File: src/rtl/cool_heat_pkg.sv
// cool_heat_pkg: shared FSM state encoding, configuration bit positions and target helper
//   chs_state_t  : OFF / RAMP_UP / RUN / RAMP_DOWN
//   CONF_*       : bit positions inside chs_conf
//   eff_target() : requested level, forced to 0 when disabled or when the mode request differs
package cool_heat_pkg;

    typedef enum logic [1:0] {
        ST_OFF       = 2'd0,
        ST_RAMP_UP   = 2'd1,
        ST_RUN       = 2'd2,
        ST_RAMP_DOWN = 2'd3
    } chs_state_t;

    localparam int CONF_MODE    = 7;
    localparam int CONF_EN      = 5;
    localparam int CONF_LVL_MSB = 3;
    localparam int CONF_LVL_LSB = 0;

    localparam logic [3:0] PWR_MAX = 4'd15;

    function automatic logic [3:0] eff_target(input logic [7:0] conf, input logic mode);
        return (conf[CONF_EN] && conf[CONF_MODE] == mode) ? conf[CONF_LVL_MSB:CONF_LVL_LSB] : 4'd0;
    endfunction

endpackage

File: src/rtl/chs_pwm.sv
// chs_pwm: free-running 8-bit period counter with registered PWM comparator
//   clk        : clock
//   arst       : synchronous active-low reset
//   speed      : duty request, high for speed cycles out of 256
//   enable     : gates the PWM output (power level non-zero)
//   pwm_data   : registered PWM drive
//   period_end : high in the cycle the counter sits at 255
module chs_pwm (
    input  logic       clk,
    input  logic       arst,
    input  logic [7:0] speed,
    input  logic       enable,
    output logic       pwm_data,
    output logic       period_end
);

    logic [7:0] r_cnt;

    assign period_end = (r_cnt == 8'hFF);

    always_ff @(posedge clk) begin
        if (!arst) begin
            r_cnt    <= '0;
            pwm_data <= 1'b0;
        end else begin
            r_cnt    <= r_cnt + 8'd1;
            pwm_data <= (r_cnt < speed) && enable;
        end
    end

endmodule

File: src/rtl/cool_heat_system.sv
// cool_heat_system: cool/heat power controller with ramped power level and PWM drive
//   clk       : clock
//   arst      : synchronous active-low reset
//   speed     : PWM duty request (speed/256)
//   chs_conf  : [7] mode request (1=cool), [5] enable, [3:0] target level
//   chs_power : applied power level 0..15
//   chs_mode  : operating mode (1=cool, 0=heat)
//   pwm_data  : PWM drive signal
module cool_heat_system
    import cool_heat_pkg::*;
#(
    parameter int RAMP_PERIODS = 1
) (
    input  logic       clk,
    input  logic       arst,
    input  logic [7:0] speed,
    input  logic [7:0] chs_conf,
    output logic [3:0] chs_power,
    output logic       chs_mode,
    output logic       pwm_data
);

    chs_state_t r_state, w_state_nxt;
    logic [3:0] r_power, w_power_nxt;
    logic       r_mode, w_mode_nxt;
    logic [3:0] r_ramp_cnt;
    logic [3:0] w_tgt;
    logic       w_period_end;
    logic       w_step;
    logic       w_unused;

    assign w_unused  = ^{chs_conf[6], chs_conf[4]};
    assign w_tgt     = eff_target(chs_conf, r_mode);
    assign w_step    = w_period_end && (r_ramp_cnt == 4'(RAMP_PERIODS - 1));
    assign chs_power = r_power;
    assign chs_mode  = r_mode;

    chs_pwm u_pwm (
        .clk        (clk),
        .arst       (arst),
        .speed      (speed),
        .enable     (r_power != 4'd0),
        .pwm_data   (pwm_data),
        .period_end (w_period_end)
    );

    // Every branch re-reads the live effective target, so config changes mid-ramp
    // redirect the ramp on the next cycle. Steps only move toward the target,
    // which keeps power inside 0..15 without wrapping.
    always_comb begin
        w_state_nxt = r_state;
        w_power_nxt = r_power;
        w_mode_nxt  = r_mode;
        case (r_state)
            ST_OFF: begin
                w_power_nxt = 4'd0;
                w_mode_nxt  = chs_conf[CONF_MODE];
                if (chs_conf[CONF_EN] && chs_conf[CONF_LVL_MSB:CONF_LVL_LSB] != 4'd0)
                    w_state_nxt = ST_RAMP_UP;
            end
            ST_RAMP_UP: begin
                if (w_tgt < r_power)
                    w_state_nxt = ST_RAMP_DOWN;
                else if (w_tgt == r_power)
                    w_state_nxt = (r_power == 4'd0) ? ST_OFF : ST_RUN;
                else if (w_step && r_power != PWR_MAX)
                    w_power_nxt = r_power + 4'd1;
            end
            ST_RUN: begin
                if (w_tgt > r_power)
                    w_state_nxt = ST_RAMP_UP;
                else if (w_tgt < r_power)
                    w_state_nxt = ST_RAMP_DOWN;
            end
            ST_RAMP_DOWN: begin
                if (r_power == 4'd0)
                    w_state_nxt = ST_OFF;
                else if (w_tgt == r_power)
                    w_state_nxt = ST_RUN;
                else if (w_tgt > r_power)
                    w_state_nxt = ST_RAMP_UP;
                else if (w_step)
                    w_power_nxt = r_power - 4'd1;
            end
            default: w_state_nxt = ST_OFF;
        endcase
    end

    always_ff @(posedge clk) begin
        if (!arst) begin
            r_state <= ST_OFF;
            r_power <= 4'd0;
            r_mode  <= 1'b0;
        end else begin
            r_state <= w_state_nxt;
            r_power <= w_power_nxt;
            r_mode  <= w_mode_nxt;
        end
    end

    // Cleared on every state change so the first step after a transition
    // waits a full RAMP_PERIODS periods.
    always_ff @(posedge clk) begin
        if (!arst)
            r_ramp_cnt <= 4'd0;
        else if (w_state_nxt != r_state || w_step)
            r_ramp_cnt <= 4'd0;
        else if (w_period_end)
            r_ramp_cnt <= r_ramp_cnt + 4'd1;
    end

endmodule

File: config.mk
export PLATFORM = sky130hd
export DESIGN_NAME = cool_heat_system
export DESIGN_NICKNAME = d
export VERILOG_FILES = /design/src/rtl/cool_heat_pkg.sv /design/src/rtl/chs_pwm.sv /design/src/rtl/cool_heat_system.sv
export SDC_FILE = /design/constraint.sdc
export NUM_CORES = 1
export LEC_CHECK = 0
export CELL_PAD_IN_SITES_DETAIL_PLACEMENT = 0
export CELL_PAD_IN_SITES_GLOBAL_PLACEMENT = 1
export CORE_MARGIN = 8
export CORE_UTILIZATION = 42
export DETAILED_ROUTE_END_ITERATION = 12
export GPL_ROUTABILITY_DRIVEN = 1
export HOLD_SLACK_MARGIN = 0.05
export PLACE_DENSITY_LB_ADDON = 0.15
export SYNTH_ARGS = -nofsm -noshare
export SYNTH_HDL_FRONTEND = slang
export SYNTH_SLANG_ARGS = --single-unit
File: constraint.sdc
create_clock -name clk -period 7.37 [get_ports clk]
set_input_delay 1.8425 -clock clk [delete_from_list [all_inputs] [get_ports clk]]
set_output_delay 1.8425 -clock clk [all_outputs]
set_load 0.05 [all_outputs]
==> results.toml, run 1 <==
[drt]
wl_um = 2907
drtPass1Iterations = 4
post_drt_via_cell_ratio = 5.264
avgRoutedWirePerCell_um = 12.81
drt_iter0_markers = 29
via_count = 1195
ant_nets = 0
drc_errors = 0

[logic_synthesis]
seq_area_frac_synth = 0.2914
yosys_warnings = 0
synth_commonest_cells = "dfxtp_1, ha_1, inv_1, nand2_1, nor2_1"
synth_edf_count = 0
synthSimpleGateAreaFrac = 0.2368
yosys.area.top_type_share = 0.2914
synth_compound_area_frac = 0.1603
synth_xor_area_frac = 0.07013
synth.distinct_cells = 40
synth_top_family_by_area = "simple AND/OR/NAND/NOR gates"
yosys_register_bits = 20
ys.flop_type = "dfxtp_1"
syn_area_um2 = 1374
syn_avg_cell_area_um2 = 8.533
synth_area_leaders = "dfxtp_1, ha_1, inv_1"
post-synth-top-count-cell = "dfxtp_1"
synthAdderAreaFrac = 0.1603
synth_mux_area_frac = 0.02914
syn-num-nets = 196
synth_area_leader_cell = "dfxtp_1"
ys_async_sr_fraction = 0
synthCells = 161

[cells_and_area]
drive_gt1_frac = 0.07104
utilization = 0.5407
ff_latch_area_um2 = 400.4
fillers = 313
diodes = 0
finalNonFillerCells = 227
area_delta_synth_final_pct = 21.13
fin_nets = 219
multi_input_area_um2 = 902.1

[global_routing]
gr-usage-all-layers = 0.1201
grt_pass1_vias = 1197
grt_max_degree = 14
grt_pass1_wl_um = 5223
antenna_found_initial = 0
overflow = 0

[die]
dieArea_um2 = 5357
initial_utilization = 0.4463
core_um2 = 3078
ios = 24
die_h_um = 73.19
num_rows = 20
die_w_um = 73.19

[worst_hold_path]
min_from = "u_pwm.r_cnt[0]"
hp-class = "reg2reg"
whs_path_depth = 1
whs_endpoint = "u_pwm.r_cnt[0]"

[place]
dp_hpwl_um = 2413
dp_cells = 223
gp_congestion = 0.7828
port_buffers = 21

[cts]
numClockSinks = 20
clock_latency_ps = 300
cts_made_buffers = 3
clockRootBuffer = "clkbuf_4"
cts.clk_slew.worst_paths_ps = 120
cts_max_level = 1
cts_tree = "done"
ctsHoldBuffers = 0
post_cts_buffers = 0
cts_resized = 0
cts_max_path_buffers = 2

[timing]
min_period_ps = 3937
worstMarginPinSlew_ps = 500.3
rsz0062_at_grt = "no"
fin_skew_ps = 5.337
max-slew-margin-rel = 0.6654
setup_viol = 0
setup_tns_ps = 0
fmax_mhz = 254.0
fin_hold_ws_ps = 469.0
fin_crit_sh = 0.5342
drv_slew = 0
hold_violations = 0

[power_and_ir_drop]
power_density_nw_per_um2 = 153.7
p_leak_nw = 0.7300
max-vdd-ir-drop_uv = 70.14

[worst_setup_path]
rrSetupSlack_ps = 5090
slowest_stage = "clkdlybuf4s50_1"
reg2reg_depth = 8
cp_data_arrival_time_ps = 4170
path_cells = "clkdlybuf4s50_1 -> xnor2_1 -> and3_1 -> ha_1 -> or2b_1 -> a21o_1 -> a311oi_1 -> o21ai_0 -> nor3_1"
rr_startpoint = "chs_mode"
cp-start-kind = "primary input"
cp-end-kind = "flip-flop"
crit_required_ps = 7600
worstReg2RegEnd = "r_ramp_cnt[1]"
slowest_delay_ps = 440
worstPathMaxFanout = 5
worstSetupPathType = "in2reg"

[run]
maxCapViolCount = 0

[outcome]
outcome = "complete, no violations"
-- sequential cells by signal, summed over array words and instances (netlist names) --
signal          flops
r_ramp_cnt          4
chs_mode            1
u_pwm.r_cnt         8
u_pwm.pwm_data      1
r_state             2
chs_power           4
-- cell families (layout without fill, tap and decap cells) --
family | after synthesis | after routing
compound gates | 33 | 33
buf+inv | 19 | 41
simple gates | 57 | 57
flops | 20 | 20
xor+xnor | 11 | 11
fa+ha+maj | 17 | 17
mux | 4 | 4
-- power by group --
group	leakage, nW	internal, mW	switching [mW]	total, mW
Sequential	0.162	0.113	0.00772	0.120
Combinational	0.547	0.0332	0.0380	0.0711
Clock	0.0210	0.0301	0.0342	0.0643
-- through the flow --
step | cell area, µm² | power (mW) | setup slack, ps
floorplan | 1374 | 0.1709 | 3728
global route | 1664 | 0.2732 | 3176
finish | 1664 | 0.2558 | 3433
global placement | 1628 | 0.1923 | 3156
detailed placement | 1628 | 0.1945 | 3130
CTS | 1664 | 0.2595 | 3446
-- worst max-delay path by stage --
stage | end | from
after floorplan | chs_power[3] | chs_conf[7]
after global placement | r_ramp_cnt[0] | chs_conf[7]
after detailed placement | r_ramp_cnt[2] | chs_conf[7]
after CTS | r_ramp_cnt[2] | chs_conf[7]
after global routing | r_ramp_cnt[1] | chs_conf[7]
final | r_ramp_cnt[1] | chs_conf[7]
-- area by class of cell --
cell class	instances	share of cell area
inverters	16	0.03609
multi-input cells	122	0.5421
repair buffers	21	0.1263
flip-flops and latches	20	0.2406
clock buffers	4	0.02180
well taps	44	0.03308
-- worst max-delay path: cells and delay by family --
kind / cells / cell delay [ps]
simple gates: 3 / 650
compound gates: 3 / 760
fa+ha+maj: 1 / 290
buf+inv: 1 / 440
xor+xnor: 1 / 180
-- metal layers --
metal	global-route usage	part of all wire
met5	0	0
met1	0.1542	0.48
met4	0.02667	0.0052
met2	0.1976	0.47
met3	0.02610	0.053
-- cell usage in the layout (no fill, tap or decap), types with 3 or more instances in the layout --
cell type,synthesis,final
o21ai_0,7,7
dfxtp_1,20,20
clkbuf_4,0,3
nand2_1,10,10
a21o_1,5,5
inv_1,16,16
ha_1,16,16
clkdlybuf4s50_1,0,21
mux2i_1,4,4
nand3_1,8,8
xnor2_1,6,6
and3_1,5,5
xor2_1,5,5
nor3_1,4,4
a21oi_1,9,9
a31oi_1,3,3
nor2_1,10,10
nand4_1,4,4
Power figures use the tool's default switching activity.
==> inputs of run 2 (changes only) <==
--- a/config.mk
+++ b/config.mk
@@ -8,7 +8,7 @@
 export CELL_PAD_IN_SITES_DETAIL_PLACEMENT = 0
 export CELL_PAD_IN_SITES_GLOBAL_PLACEMENT = 1
 export CORE_MARGIN = 8
-export CORE_UTILIZATION = 42
+export CORE_UTILIZATION = 39
 export DETAILED_ROUTE_END_ITERATION = 12
 export GPL_ROUTABILITY_DRIVEN = 1
 export HOLD_SLACK_MARGIN = 0.05
==> constraint.sdc (replaced) <==
create_clock -name clk -period 3.8 [get_ports clk]
set_input_delay 0.95 -clock clk [delete_from_list [all_inputs] [get_ports clk]]
set_output_delay 0.95 -clock clk [all_outputs]
set_load 0.05 [all_outputs]
==> run 2 against run 1 <==
Against the previous run:
- sequential power increased by 94%
- sequential cell count unchanged
- global-route usage decreased by 0.32 points
- setup slack worse by 2800 ps
- clock skew fell by 4.0 ps
- critical endpoint is now r_ramp_cnt[2]
==> results.toml, run 2 (same netlist as run 1, synthesis figures left out) <==
[global_routing]
grt_max_degree = 14
antenna_found_initial = 0
gr-usage-all-layers = 0.1169
grt_pass1_vias = 1194
grt_pass1_wl_um = 5175
overflow = 0

[cells_and_area]
ff_latch_area_um2 = 400.4
diodes = 0
largest_reg_flops = 8
fin_nets = 219
multi_input_area_um2 = 902.1
mostFrequentLayoutCell = "clkdlybuf4s50_1"
fillers = 363
layout_common_cells = "clkdlybuf4s50_1, dfxtp_1, inv_1, ha_1"
fin_area_um2 = 1667
utilization = 0.4955
drive_gt1_frac = 0.07104
area_delta_synth_final_pct = 21.31
top_register = "u_pwm.r_cnt"

[drt]
ant_nets = 0
drc_errors = 0
avgRoutedWirePerCell_um = 13.38
drtPass1Iterations = 4
via_count = 1228
post_drt_via_cell_ratio = 5.362
wl_um = 3065
drt_iter0_markers = 71

[cts]
cts.clk_slew.worst_paths_ps = 110
numClockSinks = 20
clockRootBuffer = "clkbuf_4"
ctsHoldBuffers = 0
cts_max_level = 1
post_cts_buffers = 0
cts_made_buffers = 3
cts_resized = 0
clock_latency_ps = 290
cts_max_path_buffers = 2
cts_tree = "done"

[timing]
drv_slew = 0
max-slew-margin-rel = 0.6640
worstMarginPinSlew_ps = 502.4
setup_tns_ps = 0
setup_viol = 0
fmax_mhz = 319.8
hold_violations = 0
fin_crit_sh = 0.8230
rsz0062_at_grt = "no"
min_period_ps = 3127
fin_skew_ps = 1.302

[power_and_ir_drop]
p_clk_frac = 0.246
p_comb_frac = 0.282
p_int_uw = 341.3
power_frac_seq = 0.472
switching_share = 0.3100
p_leak_nw = 0.7300
max-vdd-ir-drop_uv = 131.1
power_density_nw_per_um2 = 296.8
p_sw_uw = 153.3

[worst_setup_path]
worstPathMaxFanout = 5
crit_required_ps = 4020
cp_data_arrival_time_ps = 3350
cp-start-kind = "primary input"
cp-end-kind = "flip-flop"
worstSetupPathType = "in2reg"

[place]
dpl_cell_area_um2 = 1630
port_buffers = 21
gp_congestion = 0.7187
dp_hpwl_um = 2456

[die]
die_h_um = 75.35
num_rows = 21
core_um2 = 3363
dieArea_um2 = 5678
ios = 24
die_w_um = 75.35
initial_utilization = 0.4085

[worst_hold_path]
hp-class = "reg2reg"

[run]
maxCapViolCount = 0

[outcome]
outcome = "complete, no violations"
[run 2: cell counts in the layout (fill, tap and decap cells not counted)]
Identical to the previous run, type by type.
[run 2: power by group through the flow]
stage | clock (mW) | combinational (mW) | sequential, mW
after global placement | 0 | 0.136 | 0.238
after floorplan | 0 | 0.0882 | 0.243
after global routing | 0.137 | 0.154 | 0.235
final | 0.122 | 0.140 | 0.233
after detailed placement | 0 | 0.139 | 0.238
after CTS | 0.130 | 0.140 | 0.233
[run 2: area by class of cell]
cell class / instances / share of cell area
Clock buffer: 4 / 0.02177
Inverter: 16 / 0.03604
Multi-Input combinational cell: 122 / 0.5413
Sequential cell: 20 / 0.2402
Tap cell: 46 / 0.03453
Timing Repair Buffer: 21 / 0.1261
[run 2: final timing paths]
kind | start | slack (ps) | cells past startpoint | to
hold reg to reg | u_pwm.r_cnt[0] | 470 | 1 | u_pwm.r_cnt[0]
setup reg to reg | chs_mode | 1440 | 8 | r_ramp_cnt[2]
hold / removal | u_pwm.r_cnt[0] | 470 | 1 | u_pwm.r_cnt[0]
setup / recovery | chs_conf[7] | 670 | 9 | r_ramp_cnt[2]
[run 2: routing by layer]
metal | vias up | wire, µm | GRT usage
met3 | 4 | 147 | 0.02500
met2 | 24 | 1492 | 0.2023
li1 | 620 | - | -
met1 | 580 | 1358 | 0.1287
met4 | 0 | 67 | 0.06823
met5 | - | 0 | 0
[run 2: per-stage QoR]
step	hold WS [ps]	setup WS, ps	std cells	power, mW
6_report	473.7	672.6	229	0.4946
5_1_grt	525.7	519.8	229	0.5267
4_1_cts	481.7	709.3	229	0.5029
3_5_place_dp	453.7	392.2	225	0.3771
3_3_place_gp	442.4	483.4	225	0.3736
2_1_floorplan	425.2	1051	161	0.3314
[run 2: worst max-delay path, cell delays in order]
cell             delay (ps)
clkdlybuf4s50_1         440
xnor2_1                 190
and3_1                  210
ha_1                    310
or2b_1                  250
a21o_1                  240
a311oi_1                320
o21ai_0                 230
nor3_1                  220
